===== config.mk =====
export PLATFORM = sky130hd
export DESIGN_NAME = rr_arbiter_8
export DESIGN_NICKNAME = d
export VERILOG_FILES = /design/src/rtl/rr_arbiter_8.sv
export SDC_FILE = /design/constraint.sdc
export NUM_CORES = 1
export LEC_CHECK = 0
export ABC_AREA = 1
export BUFFER_PORTS_ARGS = -buffer_cell sky130_fd_sc_hd__buf_4
export CAP_MARGIN = 20
export CORE_MARGIN = 3
export CORE_UTILIZATION = 53
export CTS_BUF_LIST = sky130_fd_sc_hd__clkbuf_8
export CTS_CLUSTER_DIAMETER = 30
export CTS_CLUSTER_SIZE = 30
export DETAILED_ROUTE_END_ITERATION = 10
export GPL_TIMING_DRIVEN = 0
export PLACE_DENSITY = 0.79
export SLEW_MARGIN = 25
export SYNTH_ARGS = -nofsm -noshare
export SYNTH_HDL_FRONTEND = slang
export SYNTH_SLANG_ARGS = --single-unit
export TNS_END_PERCENT = 5

===== constraint.sdc =====
create_clock -name i_clk -period 5.2 [get_ports i_clk]
set_input_delay 0.52 -clock i_clk [delete_from_list [all_inputs] [get_ports i_clk]]
set_output_delay 0.52 -clock i_clk [all_outputs]
set_load 0.03 [all_outputs]

===== src/rtl/rr_arbiter_8.sv =====
// 8-requester round-robin arbiter with ack handshake and a hold timeout.
// Emits the registered winner index and valid flag for a downstream 3-to-8 decoder.
module rr_arbiter_8 #(
    parameter int unsigned HOLD_W   = 4,
    parameter int unsigned MAX_HOLD = 15
) (
    input  logic       i_clk,
    input  logic       i_rst_n,
    input  logic [7:0] i_req,
    input  logic       i_gnt_ack,
    output logic [2:0] o_gnt_idx,
    output logic       o_gnt_valid,
    output logic       o_timeout
);

    typedef enum logic [0:0] {StIdle, StGrant} state_e;

    // Counter value on which the timer forces a release; unused when MAX_HOLD is 0.
    localparam logic [HOLD_W-1:0] HoldLast = HOLD_W'(MAX_HOLD - 1);
    localparam logic [HOLD_W-1:0] HoldSat  = '1;

    state_e            r_state;
    state_e            w_state_nxt;
    logic [2:0]        r_gnt_idx;
    logic [2:0]        w_gnt_idx_nxt;
    logic [2:0]        r_ptr;
    logic [2:0]        w_ptr_nxt;
    logic [HOLD_W-1:0] r_hold_cnt;
    logic [HOLD_W-1:0] w_hold_cnt_nxt;
    logic              r_timeout;
    logic              w_timeout_nxt;

    logic              w_found;
    logic [2:0]        w_winner;
    logic [2:0]        w_cand;
    logic              w_drop;
    logic              w_tmr;
    logic              w_release;

    // First set request bit at or after the rotating pointer.
    always_comb begin
        w_found  = 1'b0;
        w_winner = r_ptr;
        w_cand   = r_ptr;
        for (int i = 0; i < 8; i++) begin
            w_cand = r_ptr + 3'(i);
            if (!w_found && i_req[w_cand]) begin
                w_found  = 1'b1;
                w_winner = w_cand;
            end
        end
    end

    always_comb begin
        w_drop    = !i_req[r_gnt_idx];
        w_tmr     = (MAX_HOLD != 0) && (r_hold_cnt == HoldLast);
        w_release = i_gnt_ack || w_drop || w_tmr;
    end

    always_comb begin
        w_state_nxt    = r_state;
        w_gnt_idx_nxt  = r_gnt_idx;
        w_ptr_nxt      = r_ptr;
        w_hold_cnt_nxt = r_hold_cnt;
        w_timeout_nxt  = 1'b0;
        case (r_state)
            StIdle: begin
                if (w_found) begin
                    w_gnt_idx_nxt  = w_winner;
                    w_hold_cnt_nxt = '0;
                    w_state_nxt    = StGrant;
                end
            end
            StGrant: begin
                if (w_release) begin
                    w_state_nxt    = StIdle;
                    w_ptr_nxt      = r_gnt_idx + 3'd1;
                    w_hold_cnt_nxt = '0;
                    // Flag only releases the timer alone is responsible for.
                    w_timeout_nxt  = w_tmr && !i_gnt_ack && !w_drop;
                end else if (r_hold_cnt != HoldSat) begin
                    w_hold_cnt_nxt = r_hold_cnt + 1'b1;
                end
            end
            default: w_state_nxt = StIdle;
        endcase
    end

    always_ff @(posedge i_clk or negedge i_rst_n) begin
        if (!i_rst_n) begin
            r_state    <= StIdle;
            r_gnt_idx  <= 3'd0;
            r_ptr      <= 3'd0;
            r_hold_cnt <= '0;
            r_timeout  <= 1'b0;
        end else begin
            r_state    <= w_state_nxt;
            r_gnt_idx  <= w_gnt_idx_nxt;
            r_ptr      <= w_ptr_nxt;
            r_hold_cnt <= w_hold_cnt_nxt;
            r_timeout  <= w_timeout_nxt;
        end
    end

    assign o_gnt_idx   = r_gnt_idx;
    assign o_gnt_valid = (r_state == StGrant);
    assign o_timeout   = r_timeout;

endmodule


-- Yosys cells after proc, flatten, opt, wreduce, memory -nomap -nowiden
Cells that the tools add are included.
- logic and storage cells: 93
- output and inout bits: 5
- register bits after elaboration: 12
- bits of input ports: 11
- add/sub/neg operators: 9
- order comparisons: 9
- reductions and logical operators: 23
- multiplexer cells: 42
- bitwise gates (word level): 1
- equal/unequal tests: 4
- operator list (operator ; number):
    < comparator 3 x 4 -> 1 bit (second input constant) ; 9
    binary-select mux 1 bit (select 3 bit) ; 9
    two-way mux 1 bit ; 21
    two-way mux 3 bit ; 7
    adder 3 bit (second input constant) ; 4
    two-way mux 4 bit ; 3
    logical AND 1 bit ; 9
    logical NOT 1 bit ; 9
    one-hot mux 4 bit (2 select lines) ; 1
    adder 3 x 1 -> 3 bit (second input constant) ; 2
    adder 3 x 2 -> 3 bit (second input constant) ; 2
    AND reduction 2 bit ; 3
    adder 4 x 1 -> 4 bit (second input constant) ; 1
    equality test 4 bit (second input constant) ; 1
    inequality test 4 bit (second input constant) ; 1
    inequality test 3 x 1 -> 1 bit (second input constant) ; 1
    logical OR 1 bit ; 2
    inequality test 2 bit (second input constant) ; 1
    one-hot mux 1 bit (2 select lines) ; 1
    NOT 1 bit ; 1

-- Logic depth before layout (Yosys ltp)
Gate-level depths: netlist of run 1.
- depth after elaboration: 26
- gate-level depth with buffers: 19

-- Worst setup path before layout of run 1
No wires, ideal clock.
- path kind: register -> register
- from: register r_ptr[0]
- to: register r_hold_cnt[0]
- slack: 2955 ps
- arrival time: 2127 ps
- setup time: 118 ps
- path buffers: 2
- data required time: 5082 ps
- cell stages (with the launch flop): 17
- path through: dfrtp_1 -> buf_6 -> inv_4 -> buf_12 -> ha_1 -> inv_2 -> nand3_1 -> nand3_2 -> nand2_4 -> nor2_8 -> nand4_4 -> nor2_4 -> nand3_2 -> inv_2 -> nand2_4 -> nand3_1 -> nand2_1
- longest elaborated chain between the ends: 26
- elaborated cells on any way between the ends: 47
- RTL lines (item ; RTL line ; RTL):
    start: declaration ; 26 ; logic [2:0] r_ptr;
    start signal: assignment ; 99 ; r_ptr <= w_ptr_nxt;
    parallel branches: the longest is 23 deep, another holds adder 3 x 1 -> 3 bit ; - ;
    two-way mux 1 bit * ; 47 ; if (!w_found && i_req[w_cand]) begin
    inequality test 2 bit (no line) * ; - ;
    AND reduction 2 bit (no line) * ; - ;
    end signal: assignment ; 100 ; r_hold_cnt <= w_hold_cnt_nxt;
    end: declaration ; 28 ; logic [HOLD_W-1:0] r_hold_cnt;
Mark *: on every way between the ends. The select of a mux whose other input is x is not followed.
A chain may end at the register's enable or synchronous reset.

-- Final worst setup path of run 1
- from: register r_ptr[0]
- to: register r_hold_cnt[3]
The elaborated chain is that of the path after synthesis.

==> key figures, run 1 <==
Status
  • Run status: finished clean

Die
  • Core area: 2780 sq um
  • Starting Density: 0.565
  • Die Y: 60.5 microns
  • Die ar.: 3660 sq um
  • Die X: 60.5 microns
  • Num rows: 19
  • Boundary pin count: 16

Synth
  • Largest family of logic cells by synthesized area: simple AND/OR/NAND/NOR gates
  • Mux contribution to synthesized area: 0
  • Compound-cell area share of the yosys netlist: 0.0589
  • Synth Area in Simple Gates: 0.582
  • Post-Synth Adder-Cell Area: 0.0398
  • Net Count, Synth: 255
  • Dominant cell type by area after synthesis: nand2_1
  • YS warnings: 0
  • Syn Inst Count: 239
  • Largest cells by area after synthesis: nand2_1 19%, dfrtp_1 19%, nand3_1 9.9%, nand3_2 7.0%, nand2_4 5.7%
  • Sequential share of the synthesized area: 0.191
  • Synth cell types: 29
  • #FFs+latches synth: 12
  • Post-Synth XOR/XNOR Area: 0.0334
  • Avg Cell Area, Syn: 6.58 sq um
  • Top-area cell type share of the netlist area: 0.193
  • Post-Syn Area: 1570 sq um

Worst setup path
  • Slowest-stage cell, CP: ha_1
  • Crit path top cell by count: nand2_4
  • Critical Path AT: 2.76 ns
  • Startpoint of the worst-slack reg-to-reg timing path: r_ptr[0]
  • Crit Path Category: flip-flop to flip-flop
  • CP Launch Type: flip-flop
  • CP Max Fanout: 10
  • Critical Path Source: r_ptr[0]
  • Crit path required time: 5.38 ns
  • Worst path cell trace: buf_6 > inv_4 > buf_12 > ha_1 > inv_2 > nand3_1 > nand3_2 > nand2_4 > nor2_8 > nand4_4 > nor2_4 > nand3_2 > inv_2 > nand2_4 > nand2_4 > nand2_1 > nand2_1
  • Crit. End Element: flip-flop
  • Critical path's largest stage delay: 0.39 ns

Detailed routing
  • First-pass iteration count of the detailed router: 4
  • Post-route ant nets: 0
  • DRT iter0 DRCs: 97
  • Per-cell routed wire length: 12.6 microns
  • DR vias/cell: 5.37
  • Final WL: 3650 microns
  • Via count: 1,553
  • Residual DRC: 0

Timing
  • Slew @ Worst Pin: 0.371 ns
  • Slew headroom: 0.752
  • Final TNS setup: 0 ns
  • Final setup violation count: 0
  • Fmax: 0.387 GHz
  • Final period util: 0.496
  • Layout Skew: 0.00137 ns
  • RSZ-0062 raised after global routing: no
  • Tmin final: 2.58 ns
  • Final max-slew violation count: 0
  • Final Hold Vio Count: 0

Clocking
  • Clk root buf: clkbuf_8
  • Clk sinks: 12
  • CTS tree: yes
  • Clk buf depth: 2
  • CTS clk-pin slew, worst paths: 0.05 ns
  • Post-CTS sizing: 0
  • Number of CTS-inserted buffers: 3
  • Latest clock arrival within the worst-skew pair: 0.24 ns
  • Hold buffer count at CTS: 0
  • H-tree levels: 1
  • Post-CTS setup buffer count: 0

Job
  • Max-Cap Viols: 0

Place
  • Port bufs: 15
  • DP Wirelength: 2900 microns
  • Post-placement cell area: 1720 sq um
  • RePlAce Congestion: 0.879

GRT
  • Total track usage: 0.219
  • Vias in the first global route: 1,372
  • Largest net degree at the start of global routing: 13
  • Wire length of the first global-routing pass: 6090 microns
  • Total grt overflow: 0
  • Initial antenna violation count: 0

Final layout
  • N_diodes: 0
  • Synth-to-Final Area Change: 13.1%
  • Design Area, Final: 1780 sq um
  • Fin util: 0.640
  • Nets: 275
  • Layout cells sized above 1: 0.256

Min path
  • Worst Hold Class: primary input to async pin
-- synth_stat cells, drive strengths merged --
master  count
a21oi       2
a31oi       1
buf         4
dfrtp      12
ha          5
inv        25
nand2     100
nand3      43
nand4       5
nor2       21
nor3        1
nor4        1
o211ai      2
o21ai      10
o21bai      1
xnor2       1
xor2        5
-- final cells by class --
cell class / instances / area (sq um)
repair buffers: 15 / 113
flip-flops and latches: 12 / 300
clock buffers: 4 / 55.1
plain buffers: 4 / 50.0
fillers: 275 / 1000
well taps: 31 / 38.8
multi-input cells: 198 / 1120
inverters: 25 / 98.8
-- flip-flops by register name, summed over array words and instances (netlist names) --
name / count
r_hold_cnt: 4
o_gnt_idx: 3
r_ptr: 3
o_gnt_valid: 1
o_timeout: 1
-- final timing paths --
kind / endpoint / depth (start not counted) / slack [ns]
max: r_hold_cnt[3] / 17 / 2.62
min: r_hold_cnt[0] / 1 / 0.11
max reg2reg: r_hold_cnt[3] / 17 / 2.62
min reg2reg: r_hold_cnt[1] / 2 / 0.52
max in group asynchronous: r_ptr[1] / 1 / 4.94
min in group i_clk: r_hold_cnt[1] / 2 / 0.52
-- critical path: cells and delay by family, from the launching register on --
kind                     cells  cell delay (ns)
AND/OR/NAND/NOR             11             1.12
buffers and inverters        5             0.63
adder cells (fa/ha/maj)      1             0.39
flip-flops                   1             0.36
-- per-stage QoR --
step / std cells / hold WS [ns] / setup WS (ns)
3_3_place_gp: 285 / 0.366 / 2.70
3_5_place_dp: 285 / 0.368 / 2.65
5_1_grt: 289 / 0.110 / 2.44
6_report: 289 / 0.108 / 2.62
2_1_floorplan: 239 / 0.224 / 2.95
4_1_cts: 289 / 0.115 / 2.61
-- layer usage --
layer,wire [microns],share of wire,GRT usage,vias to the layer above
met1,1730,0.47,0.300,706
li1,-,-,-,811
met5,0,0,0,-
met2,1730,0.47,0.386,34
met4,4,0.0011,0.0186,0
met3,188,0.052,0.0277,2
-- cells by family (layout without fill, tap and decap cells) --
logic type	after synthesis	after routing
and+or+nand+nor	171	171
buffers and inverters	29	48
AOI/OAI and AO/OA	16	16
DFF	12	12
xor gates and xnor gates	6	6
adders and majority gates	5	5
-- cells in the final DEF (no fill, tap or decap), drive strengths merged --
| cell type | Yosys | layout |
|---|---|---|
| a31oi | 1 | 1 |
| buf | 4 | 19 |
| xnor2 | 1 | 1 |
| nor2 | 21 | 21 |
| o21bai | 1 | 1 |
| xor2 | 5 | 5 |
| nand4 | 5 | 5 |
| o21ai | 10 | 10 |
| nand3 | 43 | 43 |
| inv | 25 | 25 |
| ha | 5 | 5 |
| dfrtp | 12 | 12 |
| a21oi | 2 | 2 |
| clkbuf | 0 | 4 |
| nor4 | 1 | 1 |
| o211ai | 2 | 2 |
| nand2 | 100 | 100 |
| nor3 | 1 | 1 |
Power of run 1 is not shown: default switching activity piles up to over one toggle a cycle in this logic, so the estimate is an artifact.
==> inputs of run 2 (changes only) <==
==> constraint.sdc (replaced) <==
create_clock -name i_clk -period 2.4 [get_ports i_clk]
set_input_delay 0.24 -clock i_clk [delete_from_list [all_inputs] [get_ports i_clk]]
set_output_delay 0.24 -clock i_clk [all_outputs]
set_load 0.03 [all_outputs]
==> run 2 against run 1 <==
  * Non-clock buffer count increased by 7
  * Cell area rose by 4.4%
  * Routed wire length up 6.4%
  * Fmax is 16% higher
  * Critical path depth unchanged
  * Register-to-register slack worse by 2.4 ns
==> key figures, run 2 (synthesis results as in run 1) <==
Worst setup path
  • FF-to-FF setup slack: 0.17 ns (-2.45 ns)
  • Reg2Reg Depth: 17 (unchanged)
  • Crit. End Element: flip-flop
  • Crit path required time: 2.58 ns (-2.80 ns)
  • Critical Path AT: 2.41 ns (-0.35 ns)
  • Critical Path Source: r_ptr[0]
  • CP Launch Type: flip-flop
  • CP Max Fanout: 6 (-4)
  • Startpoint of the worst-slack reg-to-reg timing path: r_ptr[0]
  • R2r endpoint: r_hold_cnt[3]
  • Crit Path Category: flip-flop to flip-flop

GRT
  • Initial antenna violation count: 0 (unchanged)
  • Total grt overflow: 0 (unchanged)
  • Total track usage: 0.222 (+0.00307)
  • Vias in the first global route: 1,388 (+1.2%)
  • Wire length of the first global-routing pass: 6180 microns (+1.4%)
  • Largest net degree at the start of global routing: 13 (unchanged)

Final layout
  • Non-Filler Instances: 296 (+2.4%)
  • Register bank with the most flops: r_hold_cnt
  • Nets: 282 (+2.5%)
  • Max FFs per register: 4 (unchanged)
  • Fin util: 0.668 (+0.0279)
  • N_diodes: 0 (unchanged)
  • Seq. cell area: 300 sq um (unchanged)
  • Filler cells: 272 (-1.1%)
  • Commonest non-fill, non-tap cells in the layout: 81 x nand2_1, 30 x nand3_1, 22 x buf_4
  • Layout cells sized above 1: 0.279 (+0.0234)
  • Area of the multi-input gates: 1140 sq um (+1.6%)
  • Commonest non-fill, non-tap cell in the layout: nand2_1
  • Synth-to-Final Area Change: 18.1%

Timing
  • Final period util: 0.930 (+0.433)
  • Final max-slew violation count: 0 (unchanged)
  • Final Hold Vio Count: 0 (unchanged)
  • Layout Skew: 0.00128 ns (-0.0000950 ns)
  • Tmin final: 2.23 ns (-0.350 ns)
  • Final setup violation count: 0 (unchanged)
  • Slew headroom: 0.751 (-0.00136)
  • Fmax: 0.448 GHz (+16%)
  • Slew @ Worst Pin: 0.373 ns (+0.00203 ns)

Detailed routing
  • Final WL: 3880 microns (+6.4%)
  • Residual DRC: 0 (unchanged)
  • Via count: 1,602 (+3.2%)
  • Per-cell routed wire length: 13.1 microns (+3.9%)
  • DRT iter0 DRCs: 91 (-6.2%)
  • First-pass iteration count of the detailed router: 4 (unchanged)
  • DR vias/cell: 5.41 (+0.72%)
  • Post-route ant nets: 0 (unchanged)

Place
  • DP Wirelength: 2900 microns (unchanged)
  • # placed instances: 285 (unchanged)
  • Port bufs: 15 (unchanged)
  • RePlAce Congestion: 0.879 (unchanged)

Clocking
  • Clk buf depth: 2 (unchanged)
  • H-tree levels: 1 (unchanged)
  • Clk sinks: 12 (unchanged)
  • CTS tree: yes
  • Number of CTS-inserted buffers: 3 (unchanged)
  • CTS clk-pin slew, worst paths: 0.05 ns (about the same)
  • Latest clock arrival within the worst-skew pair: 0.24 ns (about the same)
  • Clk root buf: clkbuf_8

Die
  • Die Y: 60.5 microns (unchanged)
  • Starting Density: 0.565 (unchanged)
  • Num rows: 19 (unchanged)
  • Core area: 2780 sq um (unchanged)
  • Boundary pin count: 16 (unchanged)
  • Die ar.: 3660 sq um (unchanged)
  • Die X: 60.5 microns (unchanged)

Job
  • Max-Cap Viols: 0 (unchanged)

Min path
  • Hold Crit Depth: 4
  • Worst Hold Class: primary input to flip-flop
  • HP Start: i_gnt_ack
  • Min-Delay Endpoint: o_timeout

Status
  • Run status: finished clean
run 2: cell type report:
| cell class | count | area share |
|---|---|---|
| Buffer | 4 | 0.0270 |
| Tap cell | 31 | 0.0209 |
| Inverter | 25 | 0.0559 |
| Multi-Input combinational cell | 198 | 0.615 |
| Clock buffer | 4 | 0.0296 |
| Timing Repair Buffer | 22 | 0.0903 |
| Sequential cell | 12 | 0.162 |
run 2: worst max path at each step:
stage / endpoint / slack, ns / cells past startpoint
floorplan: r_hold_cnt[0] / 0.15 / 16
global placement: o_gnt_idx[1] / -0.10 / 16
detailed placement: r_hold_cnt[3] / -0.15 / 17
CTS: r_hold_cnt[3] / 0.05 / 17
global route: o_gnt_idx[1] / -0.01 / 17
finish: r_hold_cnt[3] / 0.17 / 17
run 2: routing by layer:
layer / up-vias / GRT usage / part of all wire
li1: 831 / - / -
met1: 736 / 0.302 / 0.46
met2: 35 / 0.392 / 0.49
met3: 0 / 0.0298 / 0.050
met4: 0 / 0.0217 / 0
met5: - / 0 / 0
run 2: critical path, cell delays in order (launching register included):
cell     delay [ns]
dfrtp_1        0.39
buf_6          0.13
inv_4          0.07
buf_12         0.12
ha_4           0.23
inv_4          0.09
nand3_1        0.10
nand2_1        0.07
nand2_1        0.08
nand2_2        0.15
nand4_4        0.13
nor2_4         0.14
nand3_2        0.10
inv_2          0.09
nand2_4        0.07
nand2_4        0.08
nand2_1        0.07
nand2_1        0.06
run 2: per-stage QoR:
stage	instance area (sq um)	hold WS (ns)	setup slack, ns	setup TNS (ns)
after CTS	1820	0.353	0.0485	0
after detailed placement	1720	0.0883	-0.152	-0.938
final	1860	0.347	0.169	0
after global routing	1860	0.390	-0.0145	-0.0174
after global placement	1720	0.0859	-0.102	-0.578
after floorplan	1570	-0.0556	0.155	0
run 2: what timing repair did:
| action | 4_1_cts | 5_1_grt |
|---|---|---|
| hold endpoints to repair | 12 | 0 |
| setup buffers | 2 | 4 |
| hold buffers | 1 | 0 |
| setup endpoints to repair | 8 | 7 |
| gates resized for setup | 3 | 2 |
| pin swaps | 1 | 1 |
Power of run 2 is left out for the same reason.
